## src/rtl/ram_stream_reader_pkg.sv

```systemverilog
// ram_stream_reader_pkg: shared widths, FIFO depth and FSM encoding for the RAM stream reader.
// Ports: none (package).
package ram_stream_reader_pkg;

  localparam int unsigned DefAddrWidth = 10;
  localparam int unsigned DefDataWidth = 16;
  localparam int unsigned FifoDepth    = 2;

  typedef enum logic [1:0] {
    StIdle  = 2'd0,
    StRead  = 2'd1,
    StDrain = 2'd2
  } state_e;

endpackage

```

## src/rtl/ram_stream_reader_if.sv

```systemverilog
// ram_stream_reader_if: valid/ready stream carrying a data word and an end-of-burst flag.
// Signals: valid, data, last (source -> sink), ready (sink -> source).
// Modports: master (stream source), slave (stream sink).
interface ram_stream_reader_if
  import ram_stream_reader_pkg::*;
#(
  parameter int unsigned DATA_WIDTH = DefDataWidth
);

  logic                  valid;
  logic                  ready;
  logic [DATA_WIDTH-1:0] data;
  logic                  last;

  modport master (output valid, output data, output last, input ready);
  modport slave  (input valid, input data, input last, output ready);

endinterface

```

## src/rtl/stream_skid_buf.sv

```systemverilog
// stream_skid_buf: 2-entry FIFO; entry 0 is always the head so dout_o stays stable until popped.
// Ports: clk/rst_n, push_i + din_i (write), pop_i (read), dout_o (head word),
//        count_o (occupancy 0..2), full_o, empty_o.
// Caller must never push when full without popping, nor pop when empty.
module stream_skid_buf
  import ram_stream_reader_pkg::*;
#(
  parameter int unsigned WIDTH = 17
) (
  input  logic             clk,
  input  logic             rst_n,
  input  logic             push_i,
  input  logic [WIDTH-1:0] din_i,
  input  logic             pop_i,
  output logic [WIDTH-1:0] dout_o,
  output logic [1:0]       count_o,
  output logic             full_o,
  output logic             empty_o
);

  logic [WIDTH-1:0] ent0_q, ent0_d;
  logic [WIDTH-1:0] ent1_q, ent1_d;
  logic [1:0]       cnt_q, cnt_d;

  always_comb begin
    ent0_d = ent0_q;
    ent1_d = ent1_q;
    cnt_d  = cnt_q;
    case ({push_i, pop_i})
      2'b10: begin
        if (cnt_q == 2'd0) ent0_d = din_i;
        else               ent1_d = din_i;
        cnt_d = cnt_q + 2'd1;
      end
      2'b01: begin
        ent0_d = ent1_q;
        cnt_d  = cnt_q - 2'd1;
      end
      2'b11: begin
        // Occupancy unchanged; head advances and the new word joins the tail.
        if (cnt_q == 2'(FifoDepth)) begin
          ent0_d = ent1_q;
          ent1_d = din_i;
        end else begin
          ent0_d = din_i;
        end
      end
      default: ;
    endcase
  end

  always_ff @(posedge clk or negedge rst_n) begin
    if (!rst_n) begin
      ent0_q <= '0;
      ent1_q <= '0;
      cnt_q  <= 2'd0;
    end else begin
      ent0_q <= ent0_d;
      ent1_q <= ent1_d;
      cnt_q  <= cnt_d;
    end
  end

  assign dout_o  = ent0_q;
  assign count_o = cnt_q;
  assign full_o  = (cnt_q == 2'(FifoDepth));
  assign empty_o = (cnt_q == 2'd0);

endmodule

```

## src/rtl/ram_stream_reader.sv

```systemverilog
// ram_stream_reader: reads len consecutive words (wrapping) from a 1-cycle-latency RAM port
// starting at base_addr and presents them on a valid/ready stream, m_last on the final word.
// Ports: clk, rst_n (async, active-low); start/base_addr/len (burst request, IDLE only);
//        busy, done (status); ram_enb/ram_addrb/ram_dob (RAM read port);
//        m (stream master: valid, ready, data, last).
module ram_stream_reader
  import ram_stream_reader_pkg::*;
#(
  parameter int unsigned ADDR_WIDTH = DefAddrWidth,
  parameter int unsigned DATA_WIDTH = DefDataWidth
) (
  input  logic                  clk,
  input  logic                  rst_n,
  input  logic                  start,
  input  logic [ADDR_WIDTH-1:0] base_addr,
  input  logic [ADDR_WIDTH:0]   len,
  output logic                  busy,
  output logic                  done,
  output logic                  ram_enb,
  output logic [ADDR_WIDTH-1:0] ram_addrb,
  input  logic [DATA_WIDTH-1:0] ram_dob,
  ram_stream_reader_if.master   m
);

  localparam logic [ADDR_WIDTH:0] LenOne = (ADDR_WIDTH+1)'(1);

  state_e                state_q, state_d;
  logic [ADDR_WIDTH-1:0] rd_addr_q, rd_addr_d;  // next address to read
  logic [ADDR_WIDTH-1:0] addrb_q, addrb_d;      // last address issued
  logic [ADDR_WIDTH:0]   left_q, left_d;        // reads still to issue
  logic                  pending_q, pending_d;
  logic                  pend_last_q, pend_last_d;
  logic                  done_q, done_d;

  logic                  push, pop, can_issue;
  logic [DATA_WIDTH:0]   fifo_dout;
  logic [1:0]            fifo_count;
  logic                  fifo_full, fifo_empty;

  stream_skid_buf #(
    .WIDTH (DATA_WIDTH + 1)
  ) u_skid (
    .clk     (clk),
    .rst_n   (rst_n),
    .push_i  (push),
    .din_i   ({pend_last_q, ram_dob}),
    .pop_i   (pop),
    .dout_o  (fifo_dout),
    .count_o (fifo_count),
    .full_o  (fifo_full),
    .empty_o (fifo_empty)
  );

  assign m.valid = ~fifo_empty;
  assign m.data  = fifo_dout[DATA_WIDTH-1:0];
  assign m.last  = fifo_dout[DATA_WIDTH];
  assign pop     = m.valid & m.ready;
  assign push    = pending_q;  // RAM data is valid the cycle after the read was issued
  assign busy    = (state_q != StIdle);
  assign done    = done_q;

  // Issue only if the word will have a slot when it lands: count + pending - pop < 2.
  assign can_issue = (3'(fifo_count) + 3'(pending_q)) < (3'd2 + 3'(pop));
  assign ram_enb   = (state_q == StRead) & can_issue;
  assign ram_addrb = ram_enb ? rd_addr_q : addrb_q;

  always_comb begin
    state_d     = state_q;
    rd_addr_d   = rd_addr_q;
    addrb_d     = addrb_q;
    left_d      = left_q;
    done_d      = 1'b0;
    pending_d   = ram_enb;
    pend_last_d = ram_enb & (left_q == LenOne);
    unique case (state_q)
      StIdle: begin
        if (start) begin
          if (len == '0) begin
            done_d = 1'b1;
          end else begin
            state_d   = StRead;
            rd_addr_d = base_addr;
            left_d    = len;
          end
        end
      end
      StRead: begin
        if (ram_enb) begin
          rd_addr_d = rd_addr_q + ADDR_WIDTH'(1);
          left_d    = left_q - LenOne;
          addrb_d   = rd_addr_q;
          if (left_q == LenOne) state_d = StDrain;
        end
      end
      StDrain: begin
        if (pop && m.last) begin
          state_d = StIdle;
          done_d  = 1'b1;
        end
      end
      default: state_d = StIdle;
    endcase
  end

  always_ff @(posedge clk or negedge rst_n) begin
    if (!rst_n) begin
      state_q     <= StIdle;
      rd_addr_q   <= '0;
      addrb_q     <= '0;
      left_q      <= '0;
      pending_q   <= 1'b0;
      pend_last_q <= 1'b0;
      done_q      <= 1'b0;
    end else begin
      state_q     <= state_d;
      rd_addr_q   <= rd_addr_d;
      addrb_q     <= addrb_d;
      left_q      <= left_d;
      pending_q   <= pending_d;
      pend_last_q <= pend_last_d;
      done_q      <= done_d;
    end
  end

  // Landing data must always find a free slot.
  a_no_overflow: assert property (@(posedge clk) disable iff (!rst_n)
                                  !(push && fifo_full && !pop));

endmodule

```

## src/flat_wrapper.sv

```systemverilog
// flat-port wrapper written by rule: the top's interface ports become plain ports
module ram_stream_reader_flat import ram_stream_reader_pkg::*;
#(
  parameter int unsigned ADDR_WIDTH = DefAddrWidth,
  parameter int unsigned DATA_WIDTH = DefDataWidth
)
  (clk, rst_n, start, base_addr, len, busy, done, ram_enb, ram_addrb, ram_dob, m_valid, m_data, m_last, m_ready);
  ram_stream_reader_if #(.DATA_WIDTH(DATA_WIDTH)) m_i ();
  input  logic clk;
  input  logic rst_n;
  input  logic start;
  input  logic [ADDR_WIDTH-1:0] base_addr;
  input  logic [ADDR_WIDTH:0] len;
  output logic busy;
  output logic done;
  output logic ram_enb;
  output logic [ADDR_WIDTH-1:0] ram_addrb;
  input  logic [DATA_WIDTH-1:0] ram_dob;
  output wire logic [$bits(m_i.valid)-1:0] m_valid;
  output wire logic [$bits(m_i.data)-1:0] m_data;
  output wire logic [$bits(m_i.last)-1:0] m_last;
  input wire logic [$bits(m_i.ready)-1:0] m_ready;
  assign m_valid = m_i.valid;
  assign m_data = m_i.data;
  assign m_last = m_i.last;
  assign m_i.ready = m_ready;
  ram_stream_reader #(.ADDR_WIDTH(ADDR_WIDTH), .DATA_WIDTH(DATA_WIDTH)) u_core (.clk(clk), .rst_n(rst_n), .start(start), .base_addr(base_addr), .len(len), .busy(busy), .done(done), .ram_enb(ram_enb), .ram_addrb(ram_addrb), .ram_dob(ram_dob), .m(m_i));
endmodule
```

## config.mk

```make
export PLATFORM = sky130hd
export DESIGN_NAME = ram_stream_reader_flat
export DESIGN_NICKNAME = d
export VERILOG_FILES = /design/src/rtl/ram_stream_reader_pkg.sv /design/src/rtl/ram_stream_reader_if.sv /design/src/rtl/stream_skid_buf.sv /design/src/rtl/ram_stream_reader.sv /design/src/flat_wrapper.sv
export SDC_FILE = /design/constraint.sdc
export NUM_CORES = 1
export LEC_CHECK = 0
export ABC_AREA = 1
export CORE_MARGIN = 4
export CORE_UTILIZATION = 50
export DETAILED_ROUTE_END_ITERATION = 8
export PLACE_DENSITY = 0.87
export SYNTH_ARGS = -nofsm -noshare
export SYNTH_HDL_FRONTEND = slang
export SYNTH_SLANG_ARGS = --single-unit
```

## constraint.sdc

```tcl
create_clock -name clk -period 2.4 [get_ports clk]
set_clock_uncertainty 0.05 [all_clocks]
set_input_delay 0.6 -clock clk [delete_from_list [all_inputs] [get_ports clk]]
set_output_delay 0.6 -clock clk [all_outputs]
set_load 0.01 [all_outputs]
```

==> impl_metrics.yaml <==
critical_path:
  crit_arrival_ns: 1.91
  crit_path_end_kind: "output pin"
  crit_fanout: 8
  max_stage_delay_ns: 0.42
  start_kind: "flop"
  crit_required_ns: 1.75
  cp_cell_sequence: "ha_4 > ha_4 > nand2_4 > nand2_4 > nor2_4 > buf_6 > inv_8 > o21ai_2 > buf_2"
  crit_slowest_cell: "dfrtp_1"
  path_class: "reg2out"
drt:
  first_pass_iters: 5
  routed_wl_mm: 10.2
  drtAntennaViolNets: 0
  vias: 3822
  viasPerCell: 5.24
  drt_iter0_markers: 212
  wl_per_cell_um: 14.0
  drc_errors: 0
worst_hold_path:
  hold_path_class: "in2async"
floorplanning:
  die_x_um: 96.9
  start_util_pct: 51.2
  chipHeight_um: 96.9
  pin_count: 72
  rows: 32
  die-area_um2: 9390
  coreArea_um2: 7730
outcome:
  status: "finished, violations left"
  violations: "setup timing"
sta:
  hold_viol_final: 0
  timing.final.crit_period_ns: 2.56
  timing.final.crit_share_pct: 107
  fmax_mhz: 390
  finalSetupTns_ns: -1.09
  setup_viol: 10
  maxSlewViolCount: 0
  timing.final.ws_setup_ns: -0.161
  rsz0062_at_grt: "yes"
  worst_pin_slew_ns: 0.488
  slew_headroom_pct: 67.5
cells_and_area:
  n_antenna_cell: 0
  drive_above_1_share_pct: 17.7
  syn_to_final_growth_pct: 36.0
  n_fill_cell: 579
  nNetsFinal: 671
synth:
  synth_top_area_share_pct: 45.6
  async_flop_share_pct: 100
  synthCells: 523
  syn_nets: 572
  ys_top_cells_by_count: "158 x nand2_1, 83 x inv_1, 72 x dfrtp_1"
  ys.flop_type: "dfrtp_1"
  synth_top_cell_by_area: "dfrtp_1"
  syn_area_um2: 3950
  synth_seq_area_share_pct: 45.6
  yosysMostFrequentCell: "nand2_1"
  synth_seq_cells: 72
  syn_area_per_cell_um2: 7.56
  ys_types: 35
  synth-edff-count: 0
  ys_warn_count: 0
  synth_area_leaders: "dfrtp_1 46%, nand2_1 15%, inv_1 7.9%"
pwr:
  power.total_mw: 7.70
  p_leak_nw: 2.69
  powerDensity_nw_per_um2: 1430
  ir_drop_v: 0.000589
clock_network:
  root_buffer: "clkbuf_8"
  cts.path.max_buffers: 2
  clk_pin_slew_ns: 0.08
  tritoncts: "yes"
  clk_latency_ns: 0.34
  cts_made_buffers: 9
  cts_num_sinks: 72
  h-tree-depth: 3
placement:
  port_buffers: 71
  place.gp.congestion: 0.891
  dp_hpwl_mm: 6.93
grt:
  grt_max_degree: 35
  grt_pass1_wl_mm: 16.7
  grt_util_all_layers_pct: 21.3
  overflow: 0
  antenna_found_initial: 0
  grt_pass1_vias: 3646
job:
  maxCapViolations: 0
sequential cells by signal, summed over array words and instances, names as in the netlist:
| register | cells |
|---|---|
| u_core.addrb_q | 10 |
| u_core.done | 1 |
| u_core.left_q | 11 |
| u_core.pend_last_q | 1 |
| u_core.pending_q | 1 |
| u_core.rd_addr_q | 10 |
| u_core.state_q | 2 |
| u_core.u_skid.count_o | 2 |
| u_core.u_skid.dout_o | 17 |
| u_core.u_skid.ent1_q | 17 |
stage by stage:
stage               cells  util, %  instance area, um^2  hold WS (ns)  setup WS, ns
floorplan             523        -                 3950         0.254        0.0858
global placement      702     63.7                 4920         0.404        -0.549
detailed placement    702     63.7                 4920         0.406        -0.591
CTS                   725     67.9                 5250         0.164        -0.242
global route          729     69.6                 5380         0.187        -0.267
finish                729     69.6                 5380         0.160        -0.161
per-layer routing:
metal,track usage [%],vias up,wire (um),part of all wire [%]
li1,-,1845,-,-
met1,25.8,1798,4220,41
met2,37.7,154,5170,51
met3,4.18,25,620,6.1
met4,7.24,0,222,2.2
met5,0,-,0,0
cells in the final DEF (no fill, tap or decap), types with 3 or more instances in the layout:
cell / n
buf_6: 6
xor2_1: 3
buf_2: 10
bufinv_16: 4
nand2_4: 11
ha_1: 6
o21ai_1: 10
inv_1: 83
buf_12: 5
nor3_1: 4
o21ai_0: 48
buf_4: 25
o21ai_2: 14
nand2_2: 7
clkdlybuf4s50_1: 57
nand2_1: 145
o22ai_1: 17
a21oi_1: 7
clkbuf_8: 9
inv_2: 3
dfrtp_1: 72
nand3_1: 20
nor2_1: 27
nand4_1: 6
power by group:
part | internal (mW) | leakage [nW] | switching, mW | total, mW
Sequential | 1.77 | 0.901 | 0.423 | 2.20
Combinational | 1.82 | 1.65 | 2.41 | 4.23
Clock | 0.799 | 0.134 | 0.466 | 1.27
worst max-delay path: cells and delay by family (launching register included):
| family | cells | cell delay (ns) |
|---|---|---|
| fa+ha+maj | 2 | 0.39 |
| flops | 1 | 0.42 |
| compound gates | 1 | 0.15 |
| buf+inv | 3 | 0.34 |
| simple gates | 3 | 0.27 |
what timing repair did:
item | in CTS | in global routing
endpoints found under the setup margin | 11 | 11
pin swaps | 7 | 9
cloned | 2 | 0
buffers inserted | 5 | 5
gates resized for setup | 64 | 27
hold buffers | 0 | 0
cell families after synthesis:
kind of cell	count (synthesis)	share of synthesized area [%]
fa+ha+maj	8	2.53
simple gates	227	24.3
compound gates	103	14.9
mux	2	0.506
xor+xnor	4	0.886
buf+inv	107	11.3
flops	72	45.6
cell type report:
class | count | area [um^2] | area share, %
sequential | 72 | 1800 | 33.5
clock buffer | 9 | 124 | 2.30
clock inverter | 7 | 143 | 2.65
timing repair inverter | 2 | 20.0 | 0.372
multi-input combinational | 344 | 1830 | 33.9
timing repair buffer | 105 | 997 | 18.5
tap | 102 | 128 | 2.37
inverter | 88 | 340 | 6.33
final timing paths:
kind	startpoint	endpoint	slack, ns	cells past startpoint
max	u_core.pending_q	ram_addrb[9]	-0.16	9
min	rst_n	u_core.u_skid.ent1_q[11]	0.16	1
max reg2reg	u_core.pending_q	u_core.rd_addr_q[7]	0.41	11
min reg2reg	u_core.left_q[10]	u_core.left_q[10]	0.44	2
max in group asynchronous	rst_n	u_core.u_skid.count_o[1]	1.53	2
min in group clk	u_core.left_q[10]	u_core.left_q[10]	0.44	2
Power figures use the tool's default switching activity.
